==> config.mk <==
export PLATFORM = sky130hd
export DESIGN_NAME = ysyx_25040109_lsu_flat
export DESIGN_NICKNAME = d
export VERILOG_FILES = /design/src/rtl/ysyx_25040109_lsu_if.sv /design/src/rtl/ysyx_25040109_lsu.sv /design/src/flat_wrapper.sv
export SDC_FILE = /design/constraint.sdc
export NUM_CORES = 1
export LEC_CHECK = 0
export CAP_MARGIN = 25
export CORE_AREA = 2 2 132 134
export DETAILED_ROUTE_END_ITERATION = 12
export DIE_AREA = 0 0 134 136
export PLACE_DENSITY_LB_ADDON = 0.05
export SYNTH_ARGS = -nofsm -noshare
export SYNTH_HDL_FRONTEND = slang
export SYNTH_SLANG_ARGS = --single-unit
==> constraint.sdc <==
create_clock -name clk -period 1.85 [get_ports clk]
set_input_delay 0.185 -clock clk [delete_from_list [all_inputs] [get_ports clk]]
set_output_delay 0.185 -clock clk [all_outputs]
set_load 0.02 [all_outputs]
==> src/rtl/ysyx_25040109_lsu_if.sv <==
// Data-memory bus between the LSU (master) and the dmem slave (slave).
// AXI-lite style channels:
//   AR : araddr, arvalid (M->S), arready (S->M)
//   R  : rdata, rresp, rvalid (S->M), rready (M->S)
//   AW : awaddr, awvalid (M->S), awready (S->M)
//   W  : wdata, wstrb, wen, wvalid (M->S), wready (S->M)
//   B  : bresp, bvalid (S->M), bready (M->S)
interface ysyx_25040109_lsu_if #(
  parameter int XLEN = 32
);
  logic [XLEN-1:0]   araddr;
  logic              arvalid;
  logic              arready;
  logic [XLEN-1:0]   rdata;
  logic [1:0]        rresp;
  logic              rvalid;
  logic              rready;
  logic [XLEN-1:0]   awaddr;
  logic              awvalid;
  logic              awready;
  logic [XLEN-1:0]   wdata;
  logic [XLEN/8-1:0] wstrb;
  logic              wen;
  logic              wvalid;
  logic              wready;
  logic [1:0]        bresp;
  logic              bvalid;
  logic              bready;

  modport master (
    output araddr, arvalid, input arready,
    input  rdata, rresp, rvalid, output rready,
    output awaddr, awvalid, input awready,
    output wdata, wstrb, wen, wvalid, input wready,
    input  bresp, bvalid, output bready
  );

  modport slave (
    input  araddr, arvalid, output arready,
    output rdata, rresp, rvalid, input rready,
    input  awaddr, awvalid, output awready,
    input  wdata, wstrb, wen, wvalid, output wready,
    output bresp, bvalid, input bready
  );
endinterface

==> src/rtl/ysyx_25040109_lsu.sv <==
// Load/store unit: takes one load/store from execute, runs it on the dmem
// AR/R or AW/W/B channels, returns one response (data + error). One access
// in flight at a time.
// Ports:
//   clk, rst            clock, async active-low reset
//   req_*               execute-stage request (valid/ready, wen, addr,
//                       wdata, size 0/1/2 = B/H/W, unsigned)
//   rsp_*               response (valid/ready, rdata, err)
//   dmem                master side of the dmem bus interface
// Optional feature macro: LSU_MISALIGN_CHECK_EN -- when defined, misaligned
// halfword/word accesses and size 3 skip the bus and respond with err=1.
module ysyx_25040109_lsu #(
  parameter int         XLEN        = 32,
  parameter logic [1:0] RESP_SLVERR = 2'b10
) (
  input  logic            clk,
  input  logic            rst,
  input  logic            req_valid,
  output logic            req_ready,
  input  logic            req_wen,
  input  logic [XLEN-1:0] req_addr,
  input  logic [XLEN-1:0] req_wdata,
  input  logic [1:0]      req_size,
  input  logic            req_unsigned,
  output logic            rsp_valid,
  input  logic            rsp_ready,
  output logic [XLEN-1:0] rsp_rdata,
  output logic            rsp_err,
  ysyx_25040109_lsu_if.master dmem
);

  typedef enum logic [2:0] {S_IDLE, S_AR, S_R, S_WR, S_B, S_RSP} state_e;

  state_e          r_state, w_nstate;
  logic [XLEN-1:0] r_addr, r_wdata, r_rdata;
  logic [1:0]      r_size;
  logic            r_unsigned, r_store, r_err, r_aw_done, r_w_done;

  logic            w_misalign, w_aw_hs, w_w_hs, w_rerr, w_berr;
  logic [XLEN-1:0] w_shifted, w_lane;

`ifdef LSU_MISALIGN_CHECK_EN
  assign w_misalign = (req_size == 2'd1 && req_addr[0]) ||
                      (req_size == 2'd2 && req_addr[1:0] != 2'b00) ||
                      (req_size == 2'd3);
`else
  assign w_misalign = 1'b0;
`endif

  // SLVERR is the expected error code; any other nonzero code also counts.
  assign w_rerr = (dmem.rresp == RESP_SLVERR) || (dmem.rresp != 2'b00);
  assign w_berr = (dmem.bresp == RESP_SLVERR) || (dmem.bresp != 2'b00);

  assign w_aw_hs = dmem.awvalid & dmem.awready;
  assign w_w_hs  = dmem.wvalid  & dmem.wready;

  // Logical shift: an unaligned half at offset 3 zero-fills above bit 31
  // rather than wrapping around the word.
  assign w_shifted = dmem.rdata >> {r_addr[1:0], 3'b000};

  always_comb begin
    case (r_size)
      2'd0:    w_lane = {{(XLEN-8){w_shifted[7] & ~r_unsigned}},  w_shifted[7:0]};
      2'd1:    w_lane = {{(XLEN-16){w_shifted[15] & ~r_unsigned}}, w_shifted[15:0]};
      default: w_lane = dmem.rdata;
    endcase
  end

  // State register
  always_ff @(posedge clk or negedge rst) begin
    if (!rst) r_state <= S_IDLE;
    else      r_state <= w_nstate;
  end

  // Next state
  always_comb begin
    w_nstate = r_state;
    case (r_state)
      S_IDLE: if (req_valid) w_nstate = w_misalign ? S_RSP : (req_wen ? S_WR : S_AR);
      S_AR:   if (dmem.arready) w_nstate = S_R;
      S_R:    if (dmem.rvalid)  w_nstate = S_RSP;
      // Either channel may have finished earlier or finish this cycle.
      S_WR:   if ((r_aw_done | w_aw_hs) && (r_w_done | w_w_hs)) w_nstate = S_B;
      S_B:    if (dmem.bvalid)  w_nstate = S_RSP;
      S_RSP:  if (rsp_ready)    w_nstate = S_IDLE;
      default: w_nstate = S_IDLE;
    endcase
  end

  // Outputs
  always_comb begin
    req_ready    = (r_state == S_IDLE);
    dmem.arvalid = (r_state == S_AR);
    dmem.rready  = (r_state == S_R);
    dmem.awvalid = (r_state == S_WR) && !r_aw_done;
    dmem.wvalid  = (r_state == S_WR) && !r_w_done;
    dmem.wen     = (r_state == S_WR);
    dmem.bready  = (r_state == S_B);
    rsp_valid    = (r_state == S_RSP);
    dmem.wstrb   = '0;
    if (r_state == S_WR) begin
      case (r_size)
        2'd0:    dmem.wstrb = 4'b0001;
        2'd1:    dmem.wstrb = 4'b0011;
        default: dmem.wstrb = 4'b1111;
      endcase
    end
  end

  assign dmem.araddr = {r_addr[XLEN-1:2], 2'b00};
  assign dmem.awaddr = r_addr;
  assign dmem.wdata  = r_wdata;
  assign rsp_rdata   = r_rdata;
  assign rsp_err     = r_err;

  // Request latch and response capture
  always_ff @(posedge clk or negedge rst) begin
    if (!rst) begin
      r_addr     <= '0;
      r_wdata    <= '0;
      r_size     <= '0;
      r_unsigned <= 1'b0;
      r_store    <= 1'b0;
      r_rdata    <= '0;
      r_err      <= 1'b0;
      r_aw_done  <= 1'b0;
      r_w_done   <= 1'b0;
    end else begin
      case (r_state)
        S_IDLE: if (req_valid) begin
          r_addr     <= req_addr;
          r_wdata    <= req_wdata;
          r_size     <= req_size;
          r_unsigned <= req_unsigned;
          r_store    <= req_wen;
          r_rdata    <= '0;
          r_err      <= w_misalign;
          r_aw_done  <= 1'b0;
          r_w_done   <= 1'b0;
        end
        S_R: if (dmem.rvalid) begin
          r_rdata <= w_lane;
          r_err   <= w_rerr;
        end
        S_WR: begin
          if (w_aw_hs) r_aw_done <= 1'b1;
          if (w_w_hs)  r_w_done  <= 1'b1;
        end
        S_B: if (dmem.bvalid) begin
          r_rdata <= '0;
          r_err   <= w_berr;
        end
        default: ;
      endcase
    end
  end

  // r_store mirrors the accepted request type; kept for debug visibility.
  logic w_unused;
  assign w_unused = r_store;

endmodule

==> src/flat_wrapper.sv <==
// flat-port wrapper written by rule: the top's interface ports become plain ports
module ysyx_25040109_lsu_flat 
#(
  parameter int         XLEN        = 32,
  parameter logic [1:0] RESP_SLVERR = 2'b10
)
  (clk, rst, req_valid, req_ready, req_wen, req_addr, req_wdata, req_size, req_unsigned, rsp_valid, rsp_ready, rsp_rdata, rsp_err, dmem_araddr, dmem_arvalid, dmem_arready, dmem_rdata, dmem_rresp, dmem_rvalid, dmem_rready, dmem_awaddr, dmem_awvalid, dmem_awready, dmem_wdata, dmem_wstrb, dmem_wen, dmem_wvalid, dmem_wready, dmem_bresp, dmem_bvalid, dmem_bready);
  ysyx_25040109_lsu_if #(.XLEN(XLEN)) dmem_i ();
  input  logic clk;
  input  logic rst;
  input  logic req_valid;
  output logic req_ready;
  input  logic req_wen;
  input  logic [XLEN-1:0] req_addr;
  input  logic [XLEN-1:0] req_wdata;
  input  logic [1:0] req_size;
  input  logic req_unsigned;
  output logic rsp_valid;
  input  logic rsp_ready;
  output logic [XLEN-1:0] rsp_rdata;
  output logic rsp_err;
  output wire logic [$bits(dmem_i.araddr)-1:0] dmem_araddr;
  output wire logic [$bits(dmem_i.arvalid)-1:0] dmem_arvalid;
  input wire logic [$bits(dmem_i.arready)-1:0] dmem_arready;
  input wire logic [$bits(dmem_i.rdata)-1:0] dmem_rdata;
  input wire logic [$bits(dmem_i.rresp)-1:0] dmem_rresp;
  input wire logic [$bits(dmem_i.rvalid)-1:0] dmem_rvalid;
  output wire logic [$bits(dmem_i.rready)-1:0] dmem_rready;
  output wire logic [$bits(dmem_i.awaddr)-1:0] dmem_awaddr;
  output wire logic [$bits(dmem_i.awvalid)-1:0] dmem_awvalid;
  input wire logic [$bits(dmem_i.awready)-1:0] dmem_awready;
  output wire logic [$bits(dmem_i.wdata)-1:0] dmem_wdata;
  output wire logic [$bits(dmem_i.wstrb)-1:0] dmem_wstrb;
  output wire logic [$bits(dmem_i.wen)-1:0] dmem_wen;
  output wire logic [$bits(dmem_i.wvalid)-1:0] dmem_wvalid;
  input wire logic [$bits(dmem_i.wready)-1:0] dmem_wready;
  input wire logic [$bits(dmem_i.bresp)-1:0] dmem_bresp;
  input wire logic [$bits(dmem_i.bvalid)-1:0] dmem_bvalid;
  output wire logic [$bits(dmem_i.bready)-1:0] dmem_bready;
  assign dmem_araddr = dmem_i.araddr;
  assign dmem_arvalid = dmem_i.arvalid;
  assign dmem_i.arready = dmem_arready;
  assign dmem_i.rdata = dmem_rdata;
  assign dmem_i.rresp = dmem_rresp;
  assign dmem_i.rvalid = dmem_rvalid;
  assign dmem_rready = dmem_i.rready;
  assign dmem_awaddr = dmem_i.awaddr;
  assign dmem_awvalid = dmem_i.awvalid;
  assign dmem_i.awready = dmem_awready;
  assign dmem_wdata = dmem_i.wdata;
  assign dmem_wstrb = dmem_i.wstrb;
  assign dmem_wen = dmem_i.wen;
  assign dmem_wvalid = dmem_i.wvalid;
  assign dmem_i.wready = dmem_wready;
  assign dmem_i.bresp = dmem_bresp;
  assign dmem_i.bvalid = dmem_bvalid;
  assign dmem_bready = dmem_i.bready;
  ysyx_25040109_lsu #(.XLEN(XLEN), .RESP_SLVERR(RESP_SLVERR)) u_core (.clk(clk), .rst(rst), .req_valid(req_valid), .req_ready(req_ready), .req_wen(req_wen), .req_addr(req_addr), .req_wdata(req_wdata), .req_size(req_size), .req_unsigned(req_unsigned), .rsp_valid(rsp_valid), .rsp_ready(rsp_ready), .rsp_rdata(rsp_rdata), .rsp_err(rsp_err), .dmem(dmem_i));
endmodule
==> results of run 1 <==
[layer usage]
layer  vias up  GRT usage, %  share of wire [%]
met4         0         6.028                1.6
met5         -             0                  0
li1       1943             -                  -
met1      1984         21.13                 44
met2       163         25.13                 46
met3        15         5.145                8.5
[state kept, by name, summed over array words and instances, names as in the netlist]
register,cells
u_core.r_aw_done,1
u_core.r_unsigned,1
u_core.rsp_rdata,32
u_core.dmem.wdata,32
u_core.r_size,2
u_core.dmem.awaddr,32
u_core.r_state,3
u_core.rsp_err,1
u_core.r_w_done,1
[power breakdown]
part / total (uW) / internal [uW] / switching, uW / leakage (uW)
clock network: 2020 / 1130 / 889 / 0.000148
registers: 4070 / 3410 / 665 / 0.00130
logic: 8240 / 4140 / 4090 / 0.00181
total: 14300 / 8680 / 5650 / 0.00326
[kinds of logic (layout without fill, tap and decap cells)]
logic type,after synthesis,in the layout
AO/OA/AOI/OAI,87,87
other,1,2
flip-flops,105,105
AND/OR/NAND/NOR,101,101
multiplexers,76,76
buffers and inverters,64,297
[path summary, 6_finish.rpt]
path / to / slack, ns / depth (start not counted)
max: u_core.rsp_rdata[16] / 0.07 / 7
min: u_core.dmem.awaddr[28] / 0.39 / 2
max reg2reg: u_core.rsp_rdata[16] / 0.07 / 7
min reg2reg: u_core.rsp_rdata[5] / 0.50 / 1
max in group asynchronous: u_core.rsp_rdata[3] / 0.83 / 3
min in group clk: u_core.r_size[1] / 0.39 / 3
[area by class of cell]
cell class                      count  area, um2
Sequential cell                   105       2628
Timing Repair Buffer              278       2775
Clock inverter                      5      62.56
Inverter                            3      11.26
Tap cell                          225      281.5
Fill cell                        1541       8937
Multi-Input combinational cell    266       1928
Clock buffer                       11      252.7
[placed cells by master, fill, tap and decap left out, types with 2 or more instances in the layout]
cell and count:
sky130_fd_sc_hd__and2_1 8, sky130_fd_sc_hd__nand2b_1 8, sky130_fd_sc_hd__nor3b_1 3, sky130_fd_sc_hd__o21ai_0 44, sky130_fd_sc_hd__nand3b_1 2, sky130_fd_sc_hd__nand2_1 38
sky130_fd_sc_hd__inv_1 3, sky130_fd_sc_hd__o211ai_1 16, sky130_fd_sc_hd__clkbuf_8 2, sky130_fd_sc_hd__a21oi_1 10, sky130_fd_sc_hd__mux2_2 66, sky130_fd_sc_hd__clkbuf_2 3
sky130_fd_sc_hd__dlygate4sd2_1 10, sky130_fd_sc_hd__dfrtp_1 105, sky130_fd_sc_hd__buf_12 7, sky130_fd_sc_hd__mux2i_1 9, sky130_fd_sc_hd__nor2b_1 2, sky130_fd_sc_hd__a22oi_1 2
sky130_fd_sc_hd__nor2_1 20, sky130_fd_sc_hd__o2bb2ai_1 8, sky130_fd_sc_hd__nand4_1 7, sky130_fd_sc_hd__or2_2 3, sky130_fd_sc_hd__buf_4 20, sky130_fd_sc_hd__conb_1 2
sky130_fd_sc_hd__clkdlybuf4s50_1 237, sky130_fd_sc_hd__clkinvlp_4 2, sky130_fd_sc_hd__clkbuf_16 9
[stage by stage]
step	util, %	setup TNS [ns]
after floorplan	-	0
after global placement	45.22	0
after detailed placement	45.22	0
after CTS	47.06	-0.005715
after global routing	47.04	-0.01321
final	47.04	0
[what timing repair did]
item                       in CTS  in global routing
pin swaps                       0                  0
hold endpoints to repair       40                  0
cloned                          0                  0
hold buffers                    1                  0
gates resized for setup        14                  8
setup buffers                   0                  0
setup endpoints to repair      13                 13
==> results_tabular.tex, run 1 <==
\begin{tabular}{lr}
\hline
Metric & Value \\
\hline
\multicolumn{2}{l}{\textbf{Critical path}} \\
\quad Most frequent CP cell & sky130\_fd\_sc\_hd\_\_buf\_4 \\
\quad Combined buffer and inverter count along the critical path & 3 \\
\quad Critical path class & flip-flop to flip-flop \\
\quad Start point of the critical path & u\_core.r\_state[0] \\
\quad Max FO, Critical Path & 23 \\
\quad Arrival time at the worst endpoint & between 2 and 2.5 ns \\
\quad Delay of the slowest cell on the worst path & approximately 0.40 ns \\
\quad Required time at the worst-slack endpoint & 2.12 ns \\
\quad CP top delay family & simple AND/OR/NAND/NOR gates \\
\quad Worst path slowest cell & sky130\_fd\_sc\_hd\_\_and4bb\_4 \\
\quad Kind of launch point of the worst setup path & flip-flop \\
\quad Worst r2r src & u\_core.r\_state[0] \\
\quad Category of the worst setup path capture point & flip-flop \\
\quad Ordered list of cells on the worst path & buf\_4 -> buf\_4 -> and4bb\_4 -> and2\_1 -> buf\_12 -> nand2\_1 -> o211ai\_1 \\
\multicolumn{2}{l}{\textbf{GRT}} \\
\quad Antenna violations before repair & 0 \\
\quad Overall overflow remaining after global route & 0 \\
\quad Vias in the first global route & 4,110 \\
\quad Largest net degree at the start of global routing & 44 \\
\quad GR Util All Layers & between 15 and 20\% \\
\quad First-pass GRT wire length & 22.59 mm \\
\multicolumn{2}{l}{\textbf{Timing}} \\
\quad Minimum clock period & between 1.5 and 2 ns \\
\quad Number of endpoints with negative hold slack in the final report & 0 \\
\quad Highest clock rate & approximately 560 MHz \\
\quad Final worst clock skew & around 0.0066 ns \\
\quad Tightest slew margin relative to the limit & 59.16\% \\
\quad Measured slew at the worst slew-check pin & 0.6126 ns \\
\quad Tightest hold margin & 0.3898 ns \\
\quad Setup repair after global routing missed its margin & yes \\
\quad Ratio of final minimum period to clock period & 96.21\% \\
\quad Final-report setup violation count & 0 \\
\quad Pins Over Slew Limit & 0 \\
\quad Worst path setup slack after routing & 0.07010 ns \\
\multicolumn{2}{l}{\textbf{Die}} \\
\quad Total Die Area & about 18,000 um2 \\
\quad Number of placement rows & 48 \\
\quad Initial cell density of the core & just under 30\% \\
\quad Chip Height & roughly 140 um \\
\quad Number of I/O pins & approximately 250 \\
\quad Std-Cell Core Area & between 15,000 and 20,000 um2 \\
\quad Die span in x & between 100 and 150 um \\
\multicolumn{2}{l}{\textbf{Final layout}} \\
\quad Antenna diode count & 0 \\
\quad Final layout net count & about 780 \\
\quad Final design instance area without fill & just under 8000 um2 \\
\quad Layout overhead on the synthesized area & 60.80\% \\
\quad Non-Filler Instances & about 900 \\
\quad Proportion of layout cells with a drive suffix above 1 & between 15 and 20\% \\
\multicolumn{2}{l}{\textbf{CTS}} \\
\quad Clock tree from TritonCTS & done \\
\quad Clock root buffer & sky130\_fd\_sc\_hd\_\_clkbuf\_16 \\
\quad Maximum root-to-sink buffer count & 2 \\
\quad Sinks on the clock net & approximately 110 \\
\quad Clock latency reported for the late side of the worst-skew pair & between 0.3 and 0.4 ns \\
\quad Deepest level of the CTS H-tree & 3 \\
\quad Clock transition at path regs & $\sim$0.070 ns \\
\quad Clock buffers created by TritonCTS & 9 \\
\multicolumn{2}{l}{\textbf{Synthesis}} \\
\quad Synth Instances & approximately 430 \\
\quad Async set-or-reset flop fraction in the synthesized netlist & 100.0\% \\
\quad Simple-gate area share of the yosys netlist & 10.21\% \\
\quad Post-synthesis sequential element count & roughly 110 \\
\quad Syn\_area\_per\_cell & around 11 um2 \\
\quad Main combinational cell family by area after synthesis & multiplexers \\
\quad Yosys Warn Count & 0 \\
\quad Adder and majority gate portion of the synthesized area & 0\% \\
\quad Number of enable-type register cells in the synthesized netlist & 0 \\
\quad Post-synthesis mux area share & 17.33\% \\
\quad Most frequent cell after synthesis & sky130\_fd\_sc\_hd\_\_dfrtp\_1 \\
\quad Sequential-to-total area share from yosys stat & between 50 and 60\% \\
\quad Compound-Gate Fraction of Synth Area & approximately 11\% \\
\quad Cell taking the most area after synthesis & sky130\_fd\_sc\_hd\_\_dfrtp\_1 \\
\quad Most numerous cell types in the synthesized netlist & 105 x sky130\_fd\_sc\_hd\_\_dfrtp\_1, 66 x sky130\_fd\_sc\_hd\_\_mux2\_2, 44 x sky130\_fd\_sc\_hd\_\_o21ai\_0 \\
\quad Synth area leaders & sky130\_fd\_sc\_hd\_\_dfrtp\_1 53\%, sky130\_fd\_sc\_hd\_\_mux2\_2 15\%, sky130\_fd\_sc\_hd\_\_buf\_4 5.8\%, sky130\_fd\_sc\_hd\_\_o21ai\_0 4.5\%, sky130\_fd\_sc\_hd\_\_nand2\_1 2.9\% \\
\quad Xor/xnor cell area share of the yosys netlist & 0\% \\
\quad Synth unique cells & 39 \\
\quad Area fraction of the dominant cell type after synthesis & 53.22\% \\
\quad Netlist area before placement & roughly 4900 um2 \\
\quad Most frequently used flop master after synthesis & sky130\_fd\_sc\_hd\_\_dfrtp\_1 \\
\multicolumn{2}{l}{\textbf{Drt}} \\
\quad Count of unresolved DRC violations after routing & 0 \\
\quad Number of design-rule violations left by the first detailed-router iteration & 160 \\
\quad Final antenna-violating net count & 0 \\
\quad First drt pass iteration count & 4 \\
\quad Routed len/inst & about 17 um \\
\quad Drt via density & 4.597 \\
\quad Wirelength, routed & around 15 mm \\
\quad Vias after detailed routing & 4,105 \\
\multicolumn{2}{l}{\textbf{Placed design}} \\
\quad Total placed cells including tap cells & around 880 \\
\quad Place WS & about 0.033 ns \\
\quad Final weighted congestion of routability-driven global placement & between 0.7 and 0.8 \\
\quad Post-place instance area & 7631 um2 \\
\quad HPWL after detailed placement & 11.30 mm \\
\quad Number of buffers inserted by port buffering & 251 \\
\multicolumn{2}{l}{\textbf{Power and ir drop}} \\
\quad Leakage & 0.003262 uW \\
\quad Total power divided by cell area & about 1800 nW/um2 \\
\quad Total power & 14,330 uW \\
\quad Peak ir drop on the vdd network & 0.0008066 V \\
\multicolumn{2}{l}{\textbf{Job}} \\
\quad Maxcap violations & 0 \\
\multicolumn{2}{l}{\textbf{Outcome}} \\
\quad Outcome & finished, final reports clean \\
\multicolumn{2}{l}{\textbf{Hold path}} \\
\quad Type of the tightest min-delay check & input port to async pin \\
\hline
\end{tabular}
Note: power is estimated with default switching activity, not from simulation.
==> run 2: changes to the inputs <==
--- a/config.mk
+++ b/config.mk
@@ -5,6 +5,7 @@
 export SDC_FILE = /design/constraint.sdc
 export NUM_CORES = 1
 export LEC_CHECK = 0
+export ABC_CLOCK_PERIOD_IN_PS = 1850
 export CAP_MARGIN = 25
 export CORE_AREA = 2 2 132 134
 export DETAILED_ROUTE_END_ITERATION = 12
==> results of run 2 <==
Final layout, timing and power as in run 1 (identical DEF).
